## src/rtl/run_encoder_mc.sv

```systemverilog
// run_encoder_mc: JPEG run-length encoder for quantised 8x8 blocks in zig-zag order.
// Per-component DC prediction and restart are built only when RUN_ENCODER_DC_PRED_EN is defined.
module run_encoder_mc #(
   parameter int COEF_W   = 11,
   parameter int NUM_COMP = 3
) (
   input  logic              i_clk,
   input  logic              i_rst,
   input  logic [COEF_W-1:0] i_in,
   input  logic [1:0]        i_comp,
   input  logic              i_ena_in,
   output logic              o_rdy_out,
   input  logic              i_restart,
   output logic              o_ena_out,
   input  logic              i_rdy_in,
   output logic [COEF_W:0]   o_out,
   output logic [3:0]        o_size,
   output logic [3:0]        o_run,
   output logic              o_dc,
   output logic [1:0]        o_out_comp,
   output logic              o_done
);
   localparam int         OW = COEF_W + 1;
   localparam logic [2:0] NC = 3'(NUM_COMP);

   // Negative values are carried as v-1 so the Huffman stage can emit the low bits directly.
   function automatic logic [OW-1:0] amp_f(input logic [OW-1:0] v);
      amp_f = v[OW-1] ? (v - {{(OW-1){1'b0}}, 1'b1}) : v;
   endfunction

   function automatic logic [3:0] size_f(input logic [OW-1:0] v);
      logic [OW-1:0] mag;
      mag    = v[OW-1] ? (~v + {{(OW-1){1'b0}}, 1'b1}) : v;
      size_f = 4'd0;
      for (int b = 0; b < OW; b++) begin
         if (mag[b]) begin
            size_f = 4'(b + 1);
         end
      end
   endfunction

   logic [5:0]    r_idx;
   logic [5:0]    r_z;
   logic [1:0]    r_zrl;
   logic          r_hold_vld;
   logic [OW-1:0] r_hold_amp;
   logic [3:0]    r_hold_size;
   logic [3:0]    r_hold_run;
   logic          r_hold_last;
   logic          r_ena_out;
   logic [OW-1:0] r_out;
   logic [3:0]    r_size;
   logic [3:0]    r_run;
   logic          r_dc;
   logic [1:0]    r_out_comp;
   logic [1:0]    r_cur_comp;
   logic          r_last;
   logic          r_done;

   logic          w_pending;
   logic          w_out_free;
   logic          w_rdy;
   logic          w_xfer;
   logic          w_restart_ok;
   logic          w_nz;
   logic          w_idx0;
   logic          w_idx63;
   logic [1:0]    w_comp_eff;
   logic [OW-1:0] w_in_ext;
   logic [OW-1:0] w_dc_val;
   logic [OW-1:0] w_in_amp;
   logic [OW-1:0] w_dc_amp;
   logic [3:0]    w_in_size;
   logic [3:0]    w_dc_size;

   assign w_pending    = (r_zrl != 2'd0) || r_hold_vld;
   assign w_out_free   = !r_ena_out || i_rdy_in;
   assign w_rdy        = w_out_free && !w_pending;
   assign w_xfer       = i_ena_in && w_rdy;
   assign w_idx0       = (r_idx == 6'd0);
   assign w_idx63      = (r_idx == 6'd63);
   assign w_nz         = (i_in != {COEF_W{1'b0}});
   assign w_comp_eff   = ({1'b0, i_comp} < NC) ? i_comp : 2'd0;
   assign w_restart_ok = i_restart && w_idx0 && !r_ena_out && !w_pending;
   assign w_in_ext     = {i_in[COEF_W-1], i_in};
   assign w_in_amp     = amp_f(w_in_ext);
   assign w_in_size    = size_f(w_in_ext);
   assign w_dc_amp     = amp_f(w_dc_val);
   assign w_dc_size    = size_f(w_dc_val);

`ifdef RUN_ENCODER_DC_PRED_EN
   logic [COEF_W-1:0] r_pred [4];
   logic [OW-1:0]     w_pred_ext;

   // An honoured restart zeroes the predictor before this block's DC is differenced.
   assign w_pred_ext = w_restart_ok ? {OW{1'b0}}
                                    : {r_pred[w_comp_eff][COEF_W-1], r_pred[w_comp_eff]};
   assign w_dc_val   = w_in_ext - w_pred_ext;

   // Per-component DC predictor bank
   always_ff @(posedge i_clk) begin
      if (i_rst) begin
         for (int k = 0; k < 4; k++) begin
            r_pred[k] <= {COEF_W{1'b0}};
         end
      end else begin
         if (w_restart_ok) begin
            for (int k = 0; k < 4; k++) begin
               r_pred[k] <= {COEF_W{1'b0}};
            end
         end
         if (w_xfer && w_idx0) begin
            r_pred[w_comp_eff] <= i_in;
         end
      end
   end
`else
   logic w_unused_restart;
   assign w_unused_restart = w_restart_ok;
   assign w_dc_val         = w_in_ext;
`endif

   // Block sequencing, pending ZRL/held-coefficient queue and the single output register
   always_ff @(posedge i_clk) begin
      if (i_rst) begin
         r_idx       <= 6'd0;
         r_z         <= 6'd0;
         r_zrl       <= 2'd0;
         r_hold_vld  <= 1'b0;
         r_hold_amp  <= {OW{1'b0}};
         r_hold_size <= 4'd0;
         r_hold_run  <= 4'd0;
         r_hold_last <= 1'b0;
         r_ena_out   <= 1'b0;
         r_out       <= {OW{1'b0}};
         r_size      <= 4'd0;
         r_run       <= 4'd0;
         r_dc        <= 1'b0;
         r_out_comp  <= 2'd0;
         r_cur_comp  <= 2'd0;
         r_last      <= 1'b0;
         r_done      <= 1'b1;
      end else begin
         if (w_xfer) begin
            r_idx <= r_idx + 6'd1;
            if (w_idx0) begin
               r_ena_out  <= 1'b1;
               r_out      <= w_dc_amp;
               r_size     <= w_dc_size;
               r_run      <= 4'd0;
               r_dc       <= 1'b1;
               r_out_comp <= w_comp_eff;
               r_cur_comp <= w_comp_eff;
               r_last     <= 1'b0;
               r_z        <= 6'd0;
            end else if (!w_nz) begin
               // Zeros emit nothing, except the EOB closing a block that ends in zeros.
               r_z        <= r_z + 6'd1;
               r_ena_out  <= w_idx63;
               r_out      <= {OW{1'b0}};
               r_size     <= 4'd0;
               r_run      <= 4'd0;
               r_dc       <= 1'b0;
               r_out_comp <= r_cur_comp;
               r_last     <= w_idx63;
            end else if (r_z[5:4] == 2'd0) begin
               r_ena_out  <= 1'b1;
               r_out      <= w_in_amp;
               r_size     <= w_in_size;
               r_run      <= r_z[3:0];
               r_dc       <= 1'b0;
               r_out_comp <= r_cur_comp;
               r_last     <= w_idx63;
               r_z        <= 6'd0;
            end else begin
               r_ena_out   <= 1'b1;
               r_out       <= {OW{1'b0}};
               r_size      <= 4'd0;
               r_run       <= 4'd15;
               r_dc        <= 1'b0;
               r_out_comp  <= r_cur_comp;
               r_last      <= 1'b0;
               r_zrl       <= r_z[5:4] - 2'd1;
               r_hold_vld  <= 1'b1;
               r_hold_amp  <= w_in_amp;
               r_hold_size <= w_in_size;
               r_hold_run  <= r_z[3:0];
               r_hold_last <= w_idx63;
               r_z         <= 6'd0;
            end
         end else if (w_out_free) begin
            if (r_zrl != 2'd0) begin
               r_ena_out  <= 1'b1;
               r_out      <= {OW{1'b0}};
               r_size     <= 4'd0;
               r_run      <= 4'd15;
               r_dc       <= 1'b0;
               r_out_comp <= r_cur_comp;
               r_last     <= 1'b0;
               r_zrl      <= r_zrl - 2'd1;
            end else if (r_hold_vld) begin
               r_ena_out  <= 1'b1;
               r_out      <= r_hold_amp;
               r_size     <= r_hold_size;
               r_run      <= r_hold_run;
               r_dc       <= 1'b0;
               r_out_comp <= r_cur_comp;
               r_last     <= r_hold_last;
               r_hold_vld <= 1'b0;
            end else begin
               r_ena_out <= 1'b0;
            end
         end else begin
            r_ena_out <= r_ena_out;
         end

         if (w_xfer && w_idx0) begin
            r_done <= 1'b0;
         end else if (r_ena_out && i_rdy_in && r_last) begin
            r_done <= 1'b1;
         end else begin
            r_done <= r_done;
         end
      end
   end

   assign o_rdy_out  = w_rdy;
   assign o_ena_out  = r_ena_out;
   assign o_out      = r_out;
   assign o_size     = r_size;
   assign o_run      = r_run;
   assign o_dc       = r_dc;
   assign o_out_comp = r_out_comp;
   assign o_done     = r_done;

endmodule

```

## config.mk

```make
export PLATFORM = sky130hd
export DESIGN_NAME = run_encoder_mc
export DESIGN_NICKNAME = d
export VERILOG_FILES = /design/src/rtl/run_encoder_mc.sv
export SDC_FILE = /design/constraint.sdc
export NUM_CORES = 1
export LEC_CHECK = 0
export CAP_MARGIN = 25
export CORE_ASPECT_RATIO = 0.75
export CORE_UTILIZATION = 54
export CTS_CLUSTER_SIZE = 20
export DETAILED_ROUTE_END_ITERATION = 7
export GPL_TIMING_DRIVEN = 0
export PLACE_DENSITY = 0.81
export RECOVER_POWER = 50
export SETUP_SLACK_MARGIN = 0.15
export SKIP_LAST_GASP = 1
export SYNTH_ARGS = -nofsm -noshare
export SYNTH_HDL_FRONTEND = slang
export SYNTH_SLANG_ARGS = --single-unit
```

## constraint.sdc

```tcl
create_clock -name i_clk -period 5.65 [get_ports i_clk]
set_clock_uncertainty 0.1 [all_clocks]
set_input_delay 1.13 -clock i_clk [delete_from_list [all_inputs] [get_ports i_clk]]
set_output_delay 1.13 -clock i_clk [all_outputs]
set_load 0.03 [all_outputs]
```

==> results.md <==
- Internal power: around 0.00073 W
- Post-synth top cells: nor2_1, dfxtp_1, nand2_1
- Area grow syn2layout: 17.4%
- Register Area: approximately 1300 sq um
- Later-pin clock latency in the skew report: between 0.3 and 0.4 ns
- Setup tns final: 0 ns
- WP buf/inv: 2
- Crit path launch: i_in[0]
- Post-synth EDFFs: 0
- R2R depth: 9
- Sequential Power Share: 43.9%
- Register area share after synthesis: between 30% and 40%
- Layout fillers: 508
- Final hold slack: between 0.3 and 0.4 ns
- Largest net degree at the start of global routing: 13
- RSZ-0062 raised after global routing: false
- Combinational share of power: 25.1%
- Post-Syn Area: around 3400 sq um
- Req. time, crit path: approximately 5.8 ns
- Max transition margin: roughly 33%
- Die area: roughly 6600 sq um
- R2r setup slk: roughly 2.6 ns
- Post-synth top area share: about 38%
- Async set-reset flop share out of synthesis: 0%
- Pwr dens: 282 nW/um^2
- Yosys reg bits: 64
- Final setup viols: 0
- Clk sinks: 64
- DR iter-0 viols: 339
- Post-synth top area cell: dfxtp_1
- R2R Path End: r_hold_amp[6]
- Clock transition at the registers of the reported paths: about 0.070 ns
- Final #Nets: ~500
- # Max-Cap Violations: 0
- Sw power: approximately 0.00039 W
- Outcome: finished, final reports clean
- Row cnt: 24
- Drt wl/cell: ~16 microns
- Main flop type after synthesis: dfxtp_1
- Final Hold Fails: 0
- Total GRT Usage: ~28%
- CP Max Fanout: 8
- Final wirelength: about 8.8 mm
- Clock Tree Root: clkbuf_8
- 1st-pass router iterations: 5
- CTS Hold Buffers Added: 0
- Finished Layout Cells: ~560
- GR Overflow Total: 0
- I/O pins: 44
- Initial antenna violation count: 0
- CTS resizes: 0
- Gp weighted congestion: 0.948
- Max stage delay on crit path: around 0.83 ns
- Synth top area cells: dfxtp_1, nor2_1, a21oi_1
- DRC viols: 0
- Dominant cell by count in the synthesized netlist: nor2_1
- Worst VDD drop: about 0.00022 V
- Startpoint Class: input port
- Post-CTS Repair Setup Buffers: 0
- Antenna cell count: 0
- Initial Util: between 50% and 60%
- Global-route wire length before repair: ~14 mm
- TritonCTS clock tree: done
- Critical path arrival: between 4 and 5 ns
- Cells after Synth: 427
- Cells along the critical path: dlygate4sd3_1 > inv_1 > ha_1 > nor4b_1 > nand4_1 > a21oi_1 > nor2_1 > nand3_1 > mux2i_1 > nor2_1
- Post-DP HPWL: between 6 and 7 mm
- Clock Power Share: a little under a third
- Leakage Power: around 1.4 nW
- Least-Margin Pin Slew: a little under 1 ns
- Area of the multi-input gates: approximately 1900 sq um
- Syn Nets: about 450
- Switching portion of total power: 34.5%
- Clock Path Buffers: 2
- Die width: roughly 93 microns
- IO Port Bufs: 38
- Worst hold path type: reg -> reg
- Fmax: 0.229 GHz
- Vias in the first global route: roughly 3000
- Worst Path Class, Setup: in -> reg
- Inserted Clock Buffers: 9
- Final worst path period share: between 70% and 80%
- Critical-path top delay cell: nor4b_1
- Detailed-route via count: roughly 3300
- Total power: about 0.0011 W
- Critical Path End: r_zrl[0]
- Most frequent CP cell: nor2_1
- Min Tclk post-route: approximately 4.4 ns
- H-tree levels: 3
- Number of cells on the critical path: 10
- Yosys warns: 0
- Die Ht: 70.6 microns
- Finished Core Util: between 60% and 70%
- Max-slew violation count: 0
- Mean post-synth cell area: 7.94 sq um
- Critical path's top delay family: simple AND/OR/NAND/NOR gates
- DR vias/cell: 5.95
- Worst flop-to-flop path startpoint: o_ena_out
- Final ANT Viol Nets: 0
- Setup crit end kind: flip-flop
- Synth cell types: between 60 and 70
- Dpl cells: roughly 540
- Layout cells sized above 1: about 8.7%
- Area of the core: 5950 sq um
-- layout make-up --
cell class              count  area share, %
plain buffers              32           3.87
inverters                   6          0.566
multi-input cells         325           47.1
repair buffers             38           9.56
clock inverters             7           1.16
flip-flops and latches     64           32.2
clock buffers               9           3.11
well taps                  78           2.45
-- through the flow --
| stage | setup WS, ns | area (sq um) |
|---|---|---|
| final | 1.28 | 3980 |
| after global routing | 1.04 | 3980 |
| after CTS | 1.67 | 4040 |
| after detailed placement | 1.47 | 3870 |
| after global placement | 1.53 | 3870 |
| after floorplan | 2.43 | 3390 |
-- cells in the final DEF, fill, tap and decap left out, types with 4 or more instances in the layout --
cell,count
a22oi_1,4
nand2_1,49
clkdlybuf4s50_1,11
nor4_1,4
and3_1,5
dfxtp_1,64
ha_1,4
clkbuf_8,10
nand3_1,11
buf_2,5
xnor2_1,7
xor2_1,8
inv_1,5
a21oi_1,38
o211ai_1,5
clkbuf_1,23
a211oi_1,6
a221oi_1,10
nand4_1,5
o22ai_1,6
nor3_1,22
o21ai_0,17
nor2_1,65
dlygate4sd3_1,27
-- layer usage --
layer | global-route usage (%) | wire, microns | up-vias
li1 | - | - | 1634
met1 | 41.9 | 4370 | 1541
met2 | 40.2 | 3680 | 134
met3 | 6.24 | 688 | 15
met4 | 8.03 | 107 | 0
met5 | 0 | 0 | -
-- tightest hold or removal path: stages (launching register included) --
cell	delay, ns
dfxtp_1	0.31
nand2_1	0.05
a21oi_1	0.05
-- worst min-delay path by stage --
stage / startpoint / slack [ns] / cells after the start / endpoint
floorplan: r_hold_amp[10] / 0.33 / 2 / r_hold_amp[10]
detailed placement: r_hold_amp[10] / 0.35 / 2 / r_hold_amp[10]
global placement: r_hold_amp[10] / 0.34 / 2 / r_hold_amp[10]
CTS: r_hold_amp[10] / 0.36 / 2 / r_hold_amp[10]
finish: r_hold_amp[2] / 0.36 / 2 / r_hold_amp[2]
global route: r_hold_amp[10] / 0.37 / 2 / r_hold_amp[10]
-- sequential cells by signal, indices dropped and copies added (netlist names) --
signal       cells
r_idx            6
o_done           1
o_out           12
o_ena_out        1
r_cur_comp       2
r_last           1
r_hold_size      4
r_hold_amp      12
r_z              6
r_hold_last      1
o_out_comp       2
o_run            4
r_hold_run       4
o_dc             1
r_zrl            2
r_hold_vld       1
o_size           4
-- cells by family after synthesis --
group,after synthesis,synth area share (%)
compound gates,117,23.2
xor+xnor,15,3.88
fa+ha+maj,4,1.48
buf+inv,38,6.39
flops,64,37.8
mux,1,0.295
simple gates,188,27.0
-- power by group through the flow --
stage,clock (W),combinational (W),sequential (W)
6_report,0.000347,0.000282,0.000491
5_1_grt,0.000367,0.000304,0.000494
4_1_cts,0.000349,0.000292,0.000492
3_5_place_dp,0,0.000290,0.000503
3_3_place_gp,0,0.000287,0.000501
2_1_floorplan,0,0.000151,0.000543
Note: power is estimated with default switching activity, not from simulation.
